File: src/rtl/prbs31_pkg.sv
// prbs31_pkg
//   Shared definitions for the PRBS31 burst sequencer:
//   - command opcodes accepted on the 8-bit command stream
//   - sequencer state encoding
//   - default (all-ones) LFSR seed and polynomial tap positions (x^31+x^28+1)
//   - single-bit LFSR step helper used by the byte stepper
package prbs31_pkg;

  localparam logic [7:0] OP_SEED     = 8'h01;
  localparam logic [7:0] OP_START    = 8'h02;
  localparam logic [7:0] OP_RUN_STOP = 8'h03;

  localparam logic [30:0] PRBS31_DEFAULT_SEED = 31'h7FFF_FFFF;

  localparam int TAP_HI = 30;
  localparam int TAP_LO = 27;

  typedef enum logic [2:0] {
    ST_IDLE = 3'd0,
    ST_SEED = 3'd1,
    ST_LEN  = 3'd2,
    ST_RUN  = 3'd3,
    ST_FREE = 3'd4
  } state_t;

  // One LFSR bit step: the feedback bit is both the output bit and the new LSB.
  function automatic logic [30:0] prbs31_bit_step(input logic [30:0] s);
    return {s[29:0], s[TAP_HI] ^ s[TAP_LO]};
  endfunction

endpackage

File: src/rtl/prbs31_byte_step.sv
// prbs31_byte_step
//   Combinational eight-bit advance of the PRBS31 LFSR.
//   Ports:
//     state       in  [30:0]  current LFSR state
//     next_state  out [30:0]  LFSR state after eight bit steps
//     data        out [7:0]   generated byte, first-generated bit in bit 7
module prbs31_byte_step
  import prbs31_pkg::*;
(
  input  logic [30:0] state,
  output logic [30:0] next_state,
  output logic [7:0]  data
);

  logic [30:0] work;

  always_comb begin
    work = state;
    data = '0;
    for (int i = 0; i < 8; i++) begin
      data[7-i] = work[TAP_HI] ^ work[TAP_LO];
      work      = prbs31_bit_step(work);
    end
    next_state = work;
  end

endmodule

File: src/rtl/prbs31_burst_ctrl.sv
// prbs31_burst_ctrl
//   Command-driven sequencer around the PRBS31 byte generator. Opcodes and
//   argument bytes arrive on an 8-bit valid/ready command stream; PRBS bytes
//   leave on a valid/ready output stream. The LFSR only advances when an
//   output byte is actually accepted, and an all-zero seed is replaced by the
//   all-ones default so the generator can never lock up.
//   Ports:
//     clk        in       clock
//     rst_n      in       asynchronous reset, active-high (despite the name)
//     cmd_valid  in       command byte valid
//     cmd_data   in  [7]  command/argument byte
//     cmd_ready  out      command byte accepted when cmd_valid & cmd_ready
//     out_valid  out      PRBS byte valid
//     out_data   out [7]  PRBS byte, first-generated bit in bit 7
//     out_ready  in       downstream accepts byte when out_valid & out_ready
//     busy       out      high whenever the sequencer is not idle
//     done       out      one-cycle pulse: counted burst finished or stop took effect
//     seed_fix   out      one-cycle pulse: zero seed replaced by default
//     cmd_err    out      one-cycle pulse: unknown or illegal opcode
module prbs31_burst_ctrl
  import prbs31_pkg::*;
#(
  parameter int LEN_W = 16
) (
  input  logic       clk,
  input  logic       rst_n,
  input  logic       cmd_valid,
  input  logic [7:0] cmd_data,
  output logic       cmd_ready,
  output logic       out_valid,
  output logic [7:0] out_data,
  input  logic       out_ready,
  output logic       busy,
  output logic       done,
  output logic       seed_fix,
  output logic       cmd_err
);

  localparam int LEN_BYTES = (LEN_W + 7) / 8;
  localparam int LEN_SR_W  = LEN_BYTES * 8;
  localparam logic [7:0] LEN_LAST_IDX  = 8'(LEN_BYTES - 1);
  localparam logic [7:0] SEED_LAST_IDX = 8'd3;

  state_t              state;
  logic [30:0]         lfsr;
  logic [30:0]         lfsr_next;
  logic [7:0]          prbs_byte;
  logic [LEN_W-1:0]    count;
  logic                stop_pend;
  logic [7:0]          arg_idx;
  logic [23:0]         seed_sr;
  logic [LEN_SR_W-1:0] len_sr;
  logic [LEN_SR_W-1:0] len_full;
  logic [LEN_W-1:0]    len_value;
  logic [30:0]         seed_full;
  logic                cmd_fire;
  logic                xfer;
  logic                stop_cmd;
  logic                last_count;

  prbs31_byte_step u_step (
    .state      (lfsr),
    .next_state (lfsr_next),
    .data       (prbs_byte)
  );

  // Every state can take a command byte, so the command side never stalls.
  assign cmd_ready = 1'b1;
  assign out_data  = prbs_byte;
  assign busy      = (state != ST_IDLE);

  assign cmd_fire   = cmd_valid & cmd_ready;
  assign xfer       = out_valid & out_ready;
  assign stop_cmd   = cmd_fire && (cmd_data == OP_RUN_STOP);
  assign last_count = (count == LEN_W'(1));

  // Seed and length are assembled MSB first; the incoming byte is the LSB
  // so the final argument byte can be used in the same cycle it arrives.
  // Bit 31 of the seed falls off the top here.
  assign seed_full = {seed_sr[22:0], cmd_data};

  always_comb begin
    len_full      = len_sr << 8;
    len_full[7:0] = cmd_data;
  end

  assign len_value = len_full[LEN_W-1:0];

  // Sequencer: command decoding, argument collection, burst counting and the
  // output handshake. A stop (pending, or arriving together with a transfer)
  // only ends the run on a transfer, so out_valid never falls without one.
  always_ff @(posedge clk or posedge rst_n) begin
    if (rst_n) begin
      state     <= ST_IDLE;
      lfsr      <= PRBS31_DEFAULT_SEED;
      count     <= '0;
      stop_pend <= 1'b0;
      arg_idx   <= '0;
      seed_sr   <= '0;
      len_sr    <= '0;
      out_valid <= 1'b0;
      done      <= 1'b0;
      seed_fix  <= 1'b0;
      cmd_err   <= 1'b0;
    end else begin
      done     <= 1'b0;
      seed_fix <= 1'b0;
      cmd_err  <= 1'b0;

      case (state)
        ST_IDLE: begin
          if (cmd_fire) begin
            case (cmd_data)
              OP_SEED: begin
                state   <= ST_SEED;
                arg_idx <= '0;
              end
              OP_START: begin
                state   <= ST_LEN;
                arg_idx <= '0;
                len_sr  <= '0;
              end
              OP_RUN_STOP: begin
                state     <= ST_FREE;
                out_valid <= 1'b1;
                stop_pend <= 1'b0;
              end
              default: cmd_err <= 1'b1;
            endcase
          end
        end

        ST_SEED: begin
          if (cmd_fire) begin
            seed_sr <= seed_full[23:0];
            arg_idx <= arg_idx + 8'd1;
            if (arg_idx == SEED_LAST_IDX) begin
              state <= ST_IDLE;
              if (seed_full == 31'd0) begin
                lfsr     <= PRBS31_DEFAULT_SEED;
                seed_fix <= 1'b1;
              end else begin
                lfsr <= seed_full;
              end
            end
          end
        end

        ST_LEN: begin
          if (cmd_fire) begin
            len_sr  <= len_full;
            arg_idx <= arg_idx + 8'd1;
            if (arg_idx == LEN_LAST_IDX) begin
              if (len_value == '0) begin
                state <= ST_IDLE;
                done  <= 1'b1;
              end else begin
                state     <= ST_RUN;
                count     <= len_value;
                out_valid <= 1'b1;
                stop_pend <= 1'b0;
              end
            end
          end
        end

        ST_RUN: begin
          if (cmd_fire && !stop_cmd) begin
            cmd_err <= 1'b1;
          end
          if (xfer) begin
            lfsr  <= lfsr_next;
            count <= count - LEN_W'(1);
            if (last_count || stop_pend || stop_cmd) begin
              state     <= ST_IDLE;
              out_valid <= 1'b0;
              done      <= 1'b1;
              stop_pend <= 1'b0;
            end
          end else if (stop_cmd) begin
            stop_pend <= 1'b1;
          end
        end

        ST_FREE: begin
          if (cmd_fire && !stop_cmd) begin
            cmd_err <= 1'b1;
          end
          if (xfer) begin
            lfsr <= lfsr_next;
            if (stop_pend || stop_cmd) begin
              state     <= ST_IDLE;
              out_valid <= 1'b0;
              done      <= 1'b1;
              stop_pend <= 1'b0;
            end
          end else if (stop_cmd) begin
            stop_pend <= 1'b1;
          end
        end

        default: begin
          state     <= ST_IDLE;
          out_valid <= 1'b0;
        end
      endcase
    end
  end

endmodule

File: config.mk
export PLATFORM = sky130hd
export DESIGN_NAME = prbs31_burst_ctrl
export DESIGN_NICKNAME = d
export VERILOG_FILES = /design/src/rtl/prbs31_pkg.sv /design/src/rtl/prbs31_byte_step.sv /design/src/rtl/prbs31_burst_ctrl.sv
export SDC_FILE = /design/constraint.sdc
export NUM_CORES = 1
export LEC_CHECK = 0
export BUFFER_PORTS_ARGS = -buffer_cell sky130_fd_sc_hd__buf_2
export CAP_MARGIN = 20
export CORE_MARGIN = 3
export CORE_UTILIZATION = 40
export CTS_BUF_LIST = sky130_fd_sc_hd__clkbuf_8
export DETAILED_ROUTE_END_ITERATION = 16
export HOLD_SLACK_MARGIN = 0.02
export PLACE_DENSITY = 0.58
export SYNTH_ARGS = -nofsm -noshare
export SYNTH_HDL_FRONTEND = slang
export SYNTH_SLANG_ARGS = --single-unit
File: constraint.sdc
create_clock -name clk -period 6.48 [get_ports clk]
set_clock_uncertainty 0.1 [all_clocks]
set_input_delay 0.324 -clock clk [delete_from_list [all_inputs] [get_ports clk]]
set_output_delay 0.324 -clock clk [all_outputs]
set_load 0.03 [all_outputs]
==> reports/qor.yml <==
worst_setup_path:
  cp-start-kind: "register"
  reg2reg_from: "state[1]"
  cp.required_ns: 6.67
  crit_type: "register to register"
  r2r-end: "count[11]"
  crit_path_end_kind: "register"
  cp_max_fo: 29
  ff2ff_path_depth: 4
  r2r_slack_ns: 3.19
  arrival_ns: 3.48
cts:
  clock_path_buffers: 2
  cts_tree: "built"
  clkSlewWorstSetupHoldPaths_ns: 0.10
  cts_buffers: 9
  insertion_delay_ns: 0.36
  ctsRootBufferMaster: "clkbuf_8"
  h-tree-depth: 3
  cts_num_sinks: 94
synth:
  yosysMostFrequentCell: "dfrtp_1"
  syn_avg_cell_area_um2: 9.94
  ys_seq_area_share_pct: 49.4
  ys.flop_type: "dfrtp_1"
  synth_area_um2: 4840
  ys_ff_latch: 94
  ys_types: 67
  yosys.area.top_type: "dfrtp_1"
  synth.top_cell.area_share_pct: 32.6
  synth_edf_count: 0
  syn_nets: 503
  async_flop_share_pct: 100
  yosys_warnings: 0
  synth_top_cells_by_count: "dfrtp_1, nand2_1, o21ai_0"
  synthCells: 487
  synth_area_leaders: "dfrtp_1, dfstp_2, mux2_2, o21ai_0, o22ai_1"
run:
  drv_cap: 0
floorplanning:
  initial_utilization_pct: 41.7
  die_h_um: 116
  rows: 39
  core_um2: 11600
  dieArea_um2: 13500
  io_pins: 26
  chipWidth_um: 116
pwr:
  power.density_nw_per_um2: 235
  p_comb_share_pct: 10.7
  p_leak_nw: 2.17
  intPower_mw: 0.920
  clockPowerShare_pct: 35.8
  p_seq_share_pct: 53.6
  irDropWorstVdd_uv: 127
  switching_share_pct: 26.7
  p_switching_mw: 0.336
finish:
  drive_gt1_share_pct: 24.0
  diodes: 0
  fin_nets: 515
  post-route-util_pct: 46.0
  synthToLayoutAreaGrowth_pct: 10.3
hold_path:
  whs_endpoint: "cmd_err"
  whs_path_depth: 3
  hold_path_startpoint: "cmd_valid"
  hp-class: "input port to register"
route:
  vias: 3906
  ant_nets: 0
  dr.pass1.iters: 4
  route.detailed.drc: 0
  first_iter_violations: 253
  routed_wl_mm: 12.3
  wl_per_cell_um: 19.0
  avgViaCountPerCell: 6.04
global_route:
  grt_pass1_vias: 3843
  grt_pass1_wl_mm: 20.3
  antenna_found_initial: 0
  grt_max_degree: 77
  grt_overflow: 0
  grt_usage_pct: 19.3
sta:
  hold_viol_final: 0
  max_slew_margin_pct: 29.4
  slew_viol_final: 0
  fin_crit_sh_pct: 50.8
  setup-tns-final_ns: 0
  setup_viol: 0
  grt_setup_unrepaired: "no"
  tightest_slew_ns: 1.06
  finalCriticalPeriod_ns: 3.29
  clock.fmax_mhz: 304
placement:
  portBuffers: 24
  dp_hpwl_mm: 8.31
  place_congestion: 0.869
status:
  status: "complete, no violations"
-- power groups by stage --
stage	Combinational, mW	Clock [mW]	Sequential, mW
after floorplan	0.103	0	0.667
after global placement	0.132	0	0.681
after detailed placement	0.134	0	0.683
after CTS	0.136	0.459	0.672
after global routing	0.150	0.485	0.680
final	0.134	0.449	0.673
-- per-stage QoR --
stage	area, um^2	std cells	power (mW)	hold WS [ns]	setup WS, ns
3_5_place_dp	5100	630	0.817	0.177	3.26
4_1_cts	5340	647	1.27	0.156	3.25
5_1_grt	5340	647	1.32	0.168	2.89
6_report	5340	647	1.26	0.173	3.19
3_3_place_gp	5100	630	0.813	0.176	3.39
2_1_floorplan	4840	487	0.771	0.345	3.66
-- kinds of logic after synthesis --
kind of cell	Yosys count	synth area share [%]
other	1	0.0775
xor gates and xnor gates	10	1.81
and+or+nand+nor	147	15.6
buffers and inverters	38	3.21
AOI/OAI and AO/OA	168	23.0
adders and majority gates	4	1.03
DFF	94	49.4
muxes	25	5.89
-- registers in the layout, indices dropped and copies added (netlist names) --
name	flops
arg_idx	8
cmd_err	1
count	16
done	1
len_sr	8
lfsr	31
out_valid	1
seed_fix	1
seed_sr	23
state	3
stop_pend	1
-- how the worst max path moves through the flow --
stage	start	end	slack, ns	depth (start not counted)
6_report	state[1]	count[11]	3.19	4
5_1_grt	state[1]	count[11]	2.89	4
4_1_cts	state[1]	count[11]	3.25	4
3_5_place_dp	state[1]	count[12]	3.26	4
3_3_place_gp	state[1]	count[12]	3.39	4
2_1_floorplan	rst_n	arg_idx[0]	3.66	1
-- timing repair --
| item | 4_1_cts | 5_1_grt |
|---|---|---|
| hold endpoints to repair | 13 | 0 |
| gates resized for setup | 0 | 0 |
| setup buffers | 0 | 0 |
| hold buffers | 1 | 0 |
-- cell type report --
type,instances,area [um^2]
inverter,9,36.3
timing repair buffer,30,168
clock buffer,10,138
tap,143,179
multi-input combinational,355,2330
clock inverter,6,92.6
sequential,94,2390
fill,1100,6280
-- layout by cell type (no fill, tap or decap), types with 3 or more instances in the layout --
| cell type | netlist | routed |
|---|---|---|
| nand2b_1 | 5 | 5 |
| nor2_1 | 26 | 26 |
| o21ai_1 | 11 | 11 |
| nand2_1 | 52 | 52 |
| mux2_2 | 24 | 24 |
| nand3_1 | 14 | 14 |
| a22oi_1 | 3 | 3 |
| a31oi_1 | 5 | 5 |
| inv_1 | 9 | 8 |
| a31o_2 | 3 | 3 |
| nand4_1 | 4 | 4 |
| a22o_1 | 8 | 8 |
| nor3b_1 | 3 | 3 |
| o22ai_1 | 33 | 33 |
| dfrtp_1 | 63 | 63 |
| a21oi_1 | 16 | 15 |
| o31ai_1 | 11 | 10 |
| ha_1 | 4 | 4 |
| o21ai_0 | 48 | 48 |
| nor3_1 | 9 | 9 |
| dfstp_2 | 31 | 31 |
| o211ai_1 | 5 | 5 |
| buf_2 | 7 | 24 |
| xor2_1 | 10 | 10 |
| buf_4 | 1 | 5 |
| nor4_1 | 9 | 9 |
| clkbuf_8 | 0 | 10 |
-- metal layers --
| metal | vias to the layer above | track usage (%) | part of all wire (%) |
|---|---|---|---|
| met3 | 12 | 4.65 | 4.3 |
| met1 | 1969 | 26.1 | 47 |
| met2 | 79 | 30.7 | 47 |
| li1 | 1846 | - | - |
| met4 | 0 | 5.80 | 1.3 |
| met5 | - | 0 | 0 |
-- critical path, cell delays in order, from the launching register on --
cell and delay (ns):
dfrtp_1 0.78, nand3b_1 0.85, o22ai_1 0.97, nand2_2 0.27, o21ai_0 0.22
(Power assumes the default switching activity.)
